===== src/rtl/joystick_pkg.sv =====
// Shared types and default thresholds for the joystick ADC scanner.
package joystick_pkg;

    // Debounced per-axis position; the encoding is visible on axis_state.
    typedef enum logic [1:0] {
        CENTRE = 2'b00,
        HIGH   = 2'b01,
        LOW    = 2'b10
    } axis_state_t;

    // Per-axis scan phases, visited in this order for every axis.
    typedef enum logic [1:0] {
        SELECT,
        SETTLE,
        SAMPLE,
        UPDATE
    } scan_state_t;

    // Default classification thresholds in ADC counts.
    localparam int unsigned HI_TH_DEF = 'h950;
    localparam int unsigned LO_TH_DEF = 'h3E8;
    localparam int unsigned FLOOR_DEF = 'h50;
    localparam int unsigned HYST_DEF  = 'h40;

    // Width of the saturating debounce counter (holds STABLE_N up to 15).
    localparam int unsigned DEB_W = 4;

endpackage


===== src/rtl/axis_classifier.sv =====
// One axis: hysteresis classification of the latest sample plus a
// consecutive-agreement debounce in front of the reported state.
module axis_classifier
    import joystick_pkg::*;
#(
    parameter int unsigned ADC_W    = 12,
    parameter int unsigned HI_TH    = HI_TH_DEF,
    parameter int unsigned LO_TH    = LO_TH_DEF,
    parameter int unsigned FLOOR    = FLOOR_DEF,
    parameter int unsigned HYST     = HYST_DEF,
    parameter int unsigned STABLE_N = 3
) (
    input  logic             clk,
    input  logic             reset,
    input  logic             en,
    input  logic [ADC_W-1:0] sample,
    output axis_state_t      state
);

    localparam logic [ADC_W-1:0] HI_C    = ADC_W'(HI_TH);
    localparam logic [ADC_W-1:0] LO_C    = ADC_W'(LO_TH);
    localparam logic [ADC_W-1:0] FLOOR_C = ADC_W'(FLOOR);
    // Release points for an already-deflected axis; both fit ADC_W without wrapping.
    localparam logic [ADC_W-1:0] HI_KEEP = ADC_W'(HI_TH - HYST);
    localparam logic [ADC_W-1:0] LO_KEEP = ADC_W'(LO_TH + HYST);
    localparam logic [DEB_W-1:0] STABLE_C = DEB_W'(STABLE_N);
    localparam logic [DEB_W-1:0] CNT_MAX  = '1;

    axis_state_t       raw;
    axis_state_t       cand;
    logic [DEB_W-1:0]  cnt;
    logic [DEB_W-1:0]  cnt_next;

    // Raw classification: floor first, then hysteresis hold, then plain thresholds.
    always_comb begin
        raw = CENTRE;
        if (sample <= FLOOR_C)
            raw = CENTRE;
        else if (state == HIGH && sample > HI_KEEP)
            raw = HIGH;
        else if (state == LOW && sample < LO_KEEP)
            raw = LOW;
        else if (sample > HI_C)
            raw = HIGH;
        else if (sample < LO_C)
            raw = LOW;
        else
            raw = CENTRE;
    end

    // Next agreement count: cleared on agreement with state, restarted on a new candidate.
    always_comb begin
        cnt_next = '0;
        if (raw == state)
            cnt_next = '0;
        else if (raw == cand && cnt != '0)
            cnt_next = (cnt == CNT_MAX) ? cnt : cnt + 1'b1;
        else
            cnt_next = DEB_W'(1);
    end

    // Debounce registers, advanced only in this axis's UPDATE cycle.
    always_ff @(posedge clk) begin
        if (reset) begin
            state <= CENTRE;
            cand  <= CENTRE;
            cnt   <= '0;
        end else if (en) begin
            cand <= raw;
            cnt  <= cnt_next;
            if (cnt_next == STABLE_C)
                state <= raw;
        end
    end

endmodule


===== src/rtl/joystick_scan.sv =====
// Round-robin ADC scanner: selects each axis channel, waits for the input
// to settle, samples it, and feeds that axis's classifier. Direction
// outputs are derived from the debounced states of axes 0 and 1.
module joystick_scan
    import joystick_pkg::*;
#(
    parameter int unsigned N_AXES        = 2,
    parameter int unsigned CHAN_W        = 3,
    parameter int unsigned ADC_W         = 12,
    parameter int unsigned SETTLE_CYCLES = 250,
    parameter int unsigned HI_TH         = HI_TH_DEF,
    parameter int unsigned LO_TH         = LO_TH_DEF,
    parameter int unsigned FLOOR         = FLOOR_DEF,
    parameter int unsigned HYST          = HYST_DEF,
    parameter int unsigned STABLE_N      = 3,
    parameter int unsigned SINGLE_DIR    = 1
) (
    input  logic                  clk,
    input  logic                  reset,
    output logic [CHAN_W-1:0]     chan,
    input  logic [ADC_W-1:0]      result,
    output logic [2*N_AXES-1:0]   axis_state,
    output logic                  up,
    output logic                  down,
    output logic                  left,
    output logic                  right,
    output logic                  dir_changed,
    output logic                  scan_done
);

    localparam int unsigned       SET_W       = $clog2(SETTLE_CYCLES) + 1;
    localparam logic [SET_W-1:0]  SETTLE_LAST = SET_W'(SETTLE_CYCLES - 2);
    localparam logic [CHAN_W-1:0] LAST_AXIS   = CHAN_W'(N_AXES - 1);

    scan_state_t       state;
    logic [CHAN_W-1:0] axis_idx;
    logic [SET_W-1:0]  settle_cnt;
    logic [ADC_W-1:0]  sample_q;
    axis_state_t       ax_st [N_AXES];

    logic up_n, down_n, left_n, right_n;

    // Scan sequencer: SELECT -> SETTLE -> SAMPLE -> UPDATE per axis, wrapping over all axes.
    always_ff @(posedge clk) begin
        if (reset) begin
            state      <= SELECT;
            axis_idx   <= '0;
            chan       <= '0;
            settle_cnt <= '0;
            sample_q   <= '0;
            scan_done  <= 1'b0;
        end else begin
            scan_done <= 1'b0;
            unique case (state)
                SELECT: begin
                    chan       <= axis_idx;
                    settle_cnt <= '0;
                    state      <= SETTLE;
                end
                SETTLE: begin
                    if (settle_cnt == SETTLE_LAST)
                        state <= SAMPLE;
                    else
                        settle_cnt <= settle_cnt + 1'b1;
                end
                SAMPLE: begin
                    sample_q <= result;
                    state    <= UPDATE;
                end
                UPDATE: begin
                    state <= SELECT;
                    if (axis_idx == LAST_AXIS) begin
                        axis_idx  <= '0;
                        scan_done <= 1'b1;
                    end else begin
                        axis_idx <= axis_idx + 1'b1;
                    end
                end
                default: state <= SELECT;
            endcase
        end
    end

    for (genvar g = 0; g < N_AXES; g++) begin : g_axis
        logic en;
        assign en = (state == UPDATE) && (axis_idx == CHAN_W'(g));

        axis_classifier #(
            .ADC_W    (ADC_W),
            .HI_TH    (HI_TH),
            .LO_TH    (LO_TH),
            .FLOOR    (FLOOR),
            .HYST     (HYST),
            .STABLE_N (STABLE_N)
        ) u_cls (
            .clk    (clk),
            .reset  (reset),
            .en     (en),
            .sample (sample_q),
            .state  (ax_st[g])
        );

        assign axis_state[2*g +: 2] = ax_st[g];
    end

    // Direction decode from axes 1 (vertical) and 0 (horizontal); vertical wins when exclusive.
    always_comb begin
        up_n    = (ax_st[1] == HIGH);
        down_n  = (ax_st[1] == LOW);
        left_n  = (ax_st[0] == HIGH);
        right_n = (ax_st[0] == LOW);
        if (SINGLE_DIR != 0 && ax_st[1] != CENTRE && ax_st[0] != CENTRE) begin
            left_n  = 1'b0;
            right_n = 1'b0;
        end
    end

    // Registered directions with a change pulse in the cycle they update.
    always_ff @(posedge clk) begin
        if (reset) begin
            up          <= 1'b0;
            down        <= 1'b0;
            left        <= 1'b0;
            right       <= 1'b0;
            dir_changed <= 1'b0;
        end else begin
            up          <= up_n;
            down        <= down_n;
            left        <= left_n;
            right       <= right_n;
            dir_changed <= {up_n, down_n, left_n, right_n} != {up, down, left, right};
        end
    end

endmodule


===== config.mk =====
export PLATFORM = sky130hd
export DESIGN_NAME = joystick_scan
export DESIGN_NICKNAME = d
export VERILOG_FILES = /design/src/rtl/joystick_pkg.sv /design/src/rtl/axis_classifier.sv /design/src/rtl/joystick_scan.sv
export SDC_FILE = /design/constraint.sdc
export NUM_CORES = 1
export LEC_CHECK = 0
export BUFFER_PORTS_ARGS = -buffer_cell sky130_fd_sc_hd__clkbuf_2
export CORE_MARGIN = 8
export CORE_UTILIZATION = 40
export CTS_CLUSTER_SIZE = 14
export DETAILED_ROUTE_END_ITERATION = 16
export PLACE_DENSITY_LB_ADDON = 0.1
export SLEW_MARGIN = 20
export SYNTH_ARGS = -nofsm -noshare
export SYNTH_HDL_FRONTEND = slang
export SYNTH_SLANG_ARGS = --single-unit

===== constraint.sdc =====
create_clock -name clk -period 6.6 [get_ports clk]
set_input_delay 1.32 -clock clk [delete_from_list [all_inputs] [get_ports clk]]
set_output_delay 1.32 -clock clk [all_outputs]
set_load 0.05 [all_outputs]

==> impl_metrics.json, run 1 <==
{
  "status": "complete, no violations",
  "grt.total_usage_pct": 13.1,
  "clockBufferDepth": 2,
  "fmax_ghz": 0.357,
  "ys_ff_latch": 51,
  "most-common-layout-cells": "dfxtp_1, nor2_1, a21oi_1, clkbuf_2, nand2_1",
  "cts_resized": 0,
  "post_drt_wl_per_cell_um": 13.8,
  "ir_drop_uv": 113,
  "worstSetupPathType": "reg2reg",
  "netlist_area_mm2": 0.00280,
  "r2r-start": "state[0]",
  "cts.clk_slew.worst_paths_ns": 0.09,
  "antenna_found_initial": 0,
  "critPathCaptureType": "register",
  "synthMuxAreaShare_pct": 5.77,
  "fin_cells": 451,
  "drive_gt1_share_pct": 14.1,
  "synth_xor_area_share_pct": 3.13,
  "maxSlewHeadroom_pct": 33.3,
  "setup_tns_ns": 0,
  "syn_to_final_growth_pct": 11.0,
  "rsz0062_at_grt": "false",
  "die_x_um": 99.7,
  "ios": 27,
  "dp.cells": 443,
  "grt_pass1_vias": 2286,
  "cts_hold_buffers": 0,
  "ys_types": 62,
  "postSynthCellCount": 337,
  "yosys_most_used_dff": "dfxtp_1",
  "seqPwrFrac_pct": 41.2,
  "cellLeakagePower_uw": 0.00112,
  "post-cts-setup-buffers": 0,
  "finalHoldViolCount": 0,
  "min_from": "chan[2]",
  "avgSynthCellArea_um2": 8.31,
  "fin_nets": 378,
  "min_period_ns": 2.80,
  "cts_tree": "done",
  "clkSinkCount": 51,
  "ys_warn_count": 0,
  "place_ws_ns": 3.78,
  "async_flop_share_pct": 0,
  "finalWirelength_um": 6240,
  "crit_start": "state[0]",
  "p_sw_uw": 330,
  "finalCritPeriodShare_pct": 42.4,
  "overflow": 0,
  "cap_violations": 0,
  "dr.pass1.iters": 4,
  "hold_class": "reg2reg",
  "core_area_mm2": 0.00679,
  "place.gp.congestion": 0.788,
  "cp_data_arrival_time_ns": 3.06,
  "clkLatencyLatePin_ns": 0.31,
  "viasPerCell": 5.42,
  "synth_compound_area_share_pct": 21.3,
  "cts_buffers": 5,
  "synth_fa_ha_area_share_pct": 4.47,
  "ant_nets": 0,
  "drtIter0Drc": 162,
  "slew_viol_final": 0,
  "clockPowerShare_pct": 24.9,
  "io_buffers": 26,
  "synth_top_family_by_area": "simple AND/OR/NAND/NOR gates",
  "cts_root_buf": "clkbuf_8",
  "drc_errors": 0,
  "layout_commonest_cell": "dfxtp_1",
  "num_vias": 2444,
  "grt_pass1_wl_um": 10900,
  "p_per_area_mw_per_mm2": 295,
  "diodes": 0,
  "final_util_pct": 45.7,
  "p_int_uw": 586,
  "worst_slack_ns": 3.80,
  "fill_cells": 699,
  "power_switching_share_pct": 36.0,
  "yosys.area_share.simple_pct": 24.1,
  "die-area_mm2": 0.00993,
  "htreeDepth": 2,
  "pwr-share-comb_pct": 33.9,
  "ys_seq_area_share_pct": 36.5,
  "worst_pin_slew_ns": 1.00,
  "die_h_um": 99.7,
  "dp_hpwl_um": 4530,
  "synth_edf_count": 0,
  "syn-num-nets": 361,
  "start_util_pct": 41.2,
  "std_cell_rows": 30,
  "finalClockSkew_ns": 0.00960,
  "cp-start-kind": "register",
  "setup_viol": 0,
  "required_ns": 6.86,
  "critPathMaxFanout": 7,
  "grt_max_degree": 50
}
power by group through the flow:
stage | Combinational, µW | Sequential [µW] | Clock (µW)
finish | 311 | 378 | 228
global route | 352 | 385 | 250
CTS | 310 | 378 | 238
detailed placement | 308 | 385 | 0
global placement | 310 | 384 | 0
floorplan | 263 | 367 | 0
Yosys cell counts, types with 4 or more instances:
master | n | share of area, %
nor4_1 | 7 | 1.6
inv_1 | 15 | 2.0
and2_1 | 4 | 0.89
buf_1 | 4 | 0.54
nand2_1 | 22 | 3.0
nand4_1 | 9 | 2.0
a211oi_1 | 5 | 1.3
a21o_1 | 4 | 1.1
mux2i_1 | 15 | 5.4
ha_1 | 10 | 4.5
nor3_1 | 9 | 1.6
clkbuf_1 | 13 | 1.7
o21ai_0 | 13 | 2.3
a21oi_1 | 26 | 4.6
nand2b_1 | 4 | 0.89
nand3_1 | 13 | 2.3
xor2_1 | 7 | 2.2
nor2_1 | 44 | 5.9
dfxtp_1 | 51 | 36
layout make-up:
| type | count | area, µm² | area share, % |
|---|---|---|---|
| well taps | 96 | 120 | 3.87 |
| clock inverters | 2 | 35.0 | 1.13 |
| clock buffers | 6 | 82.6 | 2.66 |
| repair buffers | 28 | 145 | 4.67 |
| flip-flops and latches | 51 | 1020 | 32.9 |
| multi-input cells | 253 | 1650 | 53.0 |
| inverters | 15 | 56.3 | 1.81 |
worst paths after layout:
kind                                                 end  slack, ns  depth (start not counted)
worst min-delay path                             chan[2]       0.50                          2
worst max register to register  g_axis[0].u_cls.state[0]       3.80                          8
worst max-delay path            g_axis[0].u_cls.state[0]       3.80                          8
worst min register to register                   chan[2]       0.50                          2
worst max-delay path, stage by stage (launching register included):
cell and delay, ns:
dfxtp_1 0.40, ha_1 0.28, nor4b_2 0.68, nand3_1 0.15
nor4_1 0.37, nand2_1 0.11, o32ai_2 0.31, nor4b_1 0.29
a31o_2 0.15
flip-flops by register name (all words and copies together) (netlist names):
register and flops:
axis_idx 3, chan 3, dir_changed 1, down 1, g_axis.u_cls.cand 4, g_axis.u_cls.cnt 8
g_axis.u_cls.state 4, left 1, right 1, sample_q 12, scan_done 1, settle_cnt 9
state 2, up 1
per-stage QoR:
step / hold slack (ns) / instance area (µm²) / power [µW]
after floorplan: 0.457 / 2800 / 630
after global placement: 0.476 / 2990 / 694
after detailed placement: 0.487 / 2990 / 693
after CTS: 0.506 / 3110 / 926
after global routing: 0.527 / 3110 / 987
final: 0.503 / 3110 / 916
kinds of logic (layout without fill, tap and decap cells):
| kind of cell | after synthesis | count (layout) |
|---|---|---|
| AO/OA/AOI/OAI | 85 | 85 |
| AND/OR/NAND/NOR | 132 | 132 |
| multiplexers | 16 | 16 |
| buffers and inverters | 33 | 51 |
| flip-flops | 51 | 51 |
| adder cells (fa/ha/maj) | 10 | 10 |
| XOR/XNOR | 10 | 10 |
per-layer routing:
metal / vias to the layer above / global-route usage (%) / routed length, µm
met3: 6 / 2.65 / 167
met5: - / 0 / 0
met2: 25 / 21.1 / 2920
met1: 1157 / 16.9 / 3080
met4: 0 / 4.19 / 73
li1: 1256 / - / -
Power figures use the tool's default switching activity.
==> inputs of run 2 (changes only) <==
- ABC_AREA: default -> 1
- clock period: 6.6 -> 2.9 ns (I/O delays scaled with it)
==> run 2 against run 1 <==
Compared with the run above:
- clock power rose by 100%
- area after synthesis is 3.8% higher
- flip-flop and latch count unchanged
- critical path depth increased by 5
- fmax increased by 45%
- combinational power grew to 3.9 times the previous value
- core utilization down 0.41 points
- non-clock buffer count down 2
- critical endpoint is now g_axis[1].u_cls.state[0]
- sequential share of layout area down 1.3 points
- count of clock-buffer cells in the layout up 1
- largest power group is now combinational cells
==> impl_metrics.json, run 2 <==
{
  "status": "complete, no violations",
  "std_cell_rows": 31,
  "yosys.area.top_type_share_pct": 35.1,
  "p_per_area_mw_per_mm2": 808,
  "maxSlewHeadroom_pct": 48.3,
  "layout_commonest_cell": "nor2_1",
  "viasPerCell": 4.85,
  "fmax_ghz": 0.520,
  "largest_reg_flops": 12,
  "synthTopCellsByCount": "nor2_1, nand2_1, inv_1",
  "place.gp.congestion": 0.839,
  "min_period_ns": 1.92,
  "drive_gt1_share_pct": 16.1,
  "fin_cells": 539,
  "synth_area_leaders": "dfxtp_1, nor2_1, nand2_1",
  "overflow": 0,
  "cts_tree": "done",
  "async_flop_share_pct": 0,
  "ir_drop_uv": 528,
  "finalHoldViolCount": 0,
  "cellLeakagePower_uw": 0.00140,
  "ios": 27,
  "dp_hpwl_um": 4980,
  "worst_slack_ns": 0.975,
  "finalCritPeriodShare_pct": 66.4,
  "rsz0062_at_grt": "false",
  "top_register": "sample_q",
  "hold_class": "reg2reg",
  "drc_errors": 0,
  "syn_to_final_growth_pct": 11.3,
  "start_util_pct": 40.7,
  "ys_warn_count": 0,
  "drtIter0Drc": 54,
  "cts_hold_buffers": 0,
  "most-common-layout-cells": "nor2_1, nand2_1, inv_1",
  "synth_top_area_cell": "dfxtp_1",
  "cts_buffers": 5,
  "yosysMostFrequentCell": "nor2_1",
  "finalClockSkew_ns": 0.0192,
  "die-area_mm2": 0.0102,
  "ys_types": 37,
  "setup_viol": 0,
  "critPathCaptureType": "register",
  "num_vias": 2615,
  "core_area_mm2": 0.00714,
  "syn-num-nets": 437,
  "cts_root_buf": "clkbuf_8",
  "required_ns": 3.12,
  "critPathMaxFanout": 6,
  "netlist_area_mm2": 0.00291,
  "cap_violations": 0,
  "r2r_slack_ns": 0.98,
  "clkLatencyLatePin_ns": 0.31,
  "die_h_um": 101,
  "worst_pin_slew_ns": 0.775,
  "die_x_um": 101,
  "post_drt_wl_per_cell_um": 12.1,
  "place_ws_ns": 0.782,
  "grt.total_usage_pct": 13.6,
  "worstSetupPathType": "reg2reg",
  "dr.pass1.iters": 6,
  "avgSynthCellArea_um2": 7.03,
  "grt_max_degree": 31,
  "yosys_most_used_dff": "dfxtp_1",
  "clockBufferDepth": 2,
  "htreeDepth": 2,
  "postSynthCellCount": 413,
  "io_buffers": 26,
  "dp.cells": 531,
  "grt_pass1_vias": 2518,
  "ant_nets": 0,
  "setup_tns_ns": 0,
  "antenna_found_initial": 0,
  "post-cts-setup-buffers": 0,
  "clkSinkCount": 51,
  "diodes": 0,
  "final_util_pct": 45.3,
  "cts.clk_slew.worst_paths_ns": 0.10,
  "grt_pass1_wl_um": 11200,
  "finalWirelength_um": 6520,
  "synth_edf_count": 0,
  "ys_ff_latch": 51,
  "cts_resized": 0,
  "cp-start-kind": "register",
  "reg.largest.list": "sample_q: 12 flops, settle_cnt: 9 flops, g_axis.u_cls.cnt: 8 flops",
  "fin_nets": 463,
  "slew_viol_final": 0,
  "ys_seq_area_share_pct": 35.1,
  "cp_data_arrival_time_ns": 2.14
}
[run 2: final timing paths]
check,from,endpoint,depth (start not counted)
min,settle_cnt[7],settle_cnt[7],2
max reg2reg,g_axis[1].u_cls.state[1],g_axis[1].u_cls.state[0],13
min reg2reg,settle_cnt[7],settle_cnt[7],2
max,g_axis[1].u_cls.state[1],g_axis[1].u_cls.state[0],13
[run 2: per-stage QoR]
stage          hold WS, ns  power (µW)  cell area, µm²
6_report             0.480        2610            3230
5_1_grt              0.482        2850            3230
4_1_cts              0.472        2650            3230
3_5_place_dp         0.470        2170            3130
3_3_place_gp         0.463        2170            3130
2_1_floorplan        0.437        1930            2910
[run 2: layer usage]
metal  vias up  track usage, %  part of all wire [%]
met2        38            23.0                    47
li1       1399               -                     -
met4         0            4.58                   1.2
met5         -               0                     0
met3         7            2.75                   2.9
met1      1171            16.6                    49
[run 2: cell type report]
type                            count  area (µm²)
Inverter                           61         229
Clock inverter                      1        7.51
Fill cell                         775        3900
Clock buffer                        7        96.3
Multi-Input combinational cell    294        1630
Sequential cell                    51        1020
Timing Repair Buffer               26         130
Tap cell                           99         124
[run 2: logic make-up (layout without fill, tap and decap cells)]
| group | count (synthesis) | count (layout) | synth area share [%] |
|---|---|---|---|
| buffers and inverters | 68 | 95 | 8.87 |
| AO/OA/AOI/OAI | 83 | 83 | 16.2 |
| XOR/XNOR | 4 | 4 | 1.21 |
| AND/OR/NAND/NOR | 197 | 197 | 34.3 |
| flip-flops | 51 | 51 | 35.1 |
| adder cells (fa/ha/maj) | 10 | 10 | 4.31 |
[run 2: critical path: stages (launching register included)]
cell and delay [ns]:
dfxtp_1 0.43, inv_1 0.10, nor2_1 0.24, nand3_1 0.13
nand2_2 0.13, nand2_4 0.08, nand2_1 0.10, nand3_4 0.10
nand3_1 0.13, nand2_1 0.07, nor2_1 0.15, nand2_1 0.07
nand2_1 0.05, nor2_1 0.05
[run 2: where the power goes]
group	leakage [µW]	internal [µW]	switching, µW
combinational	0.000937	411	804
sequential	0.000414	819	113
clock	0.0000505	218	249
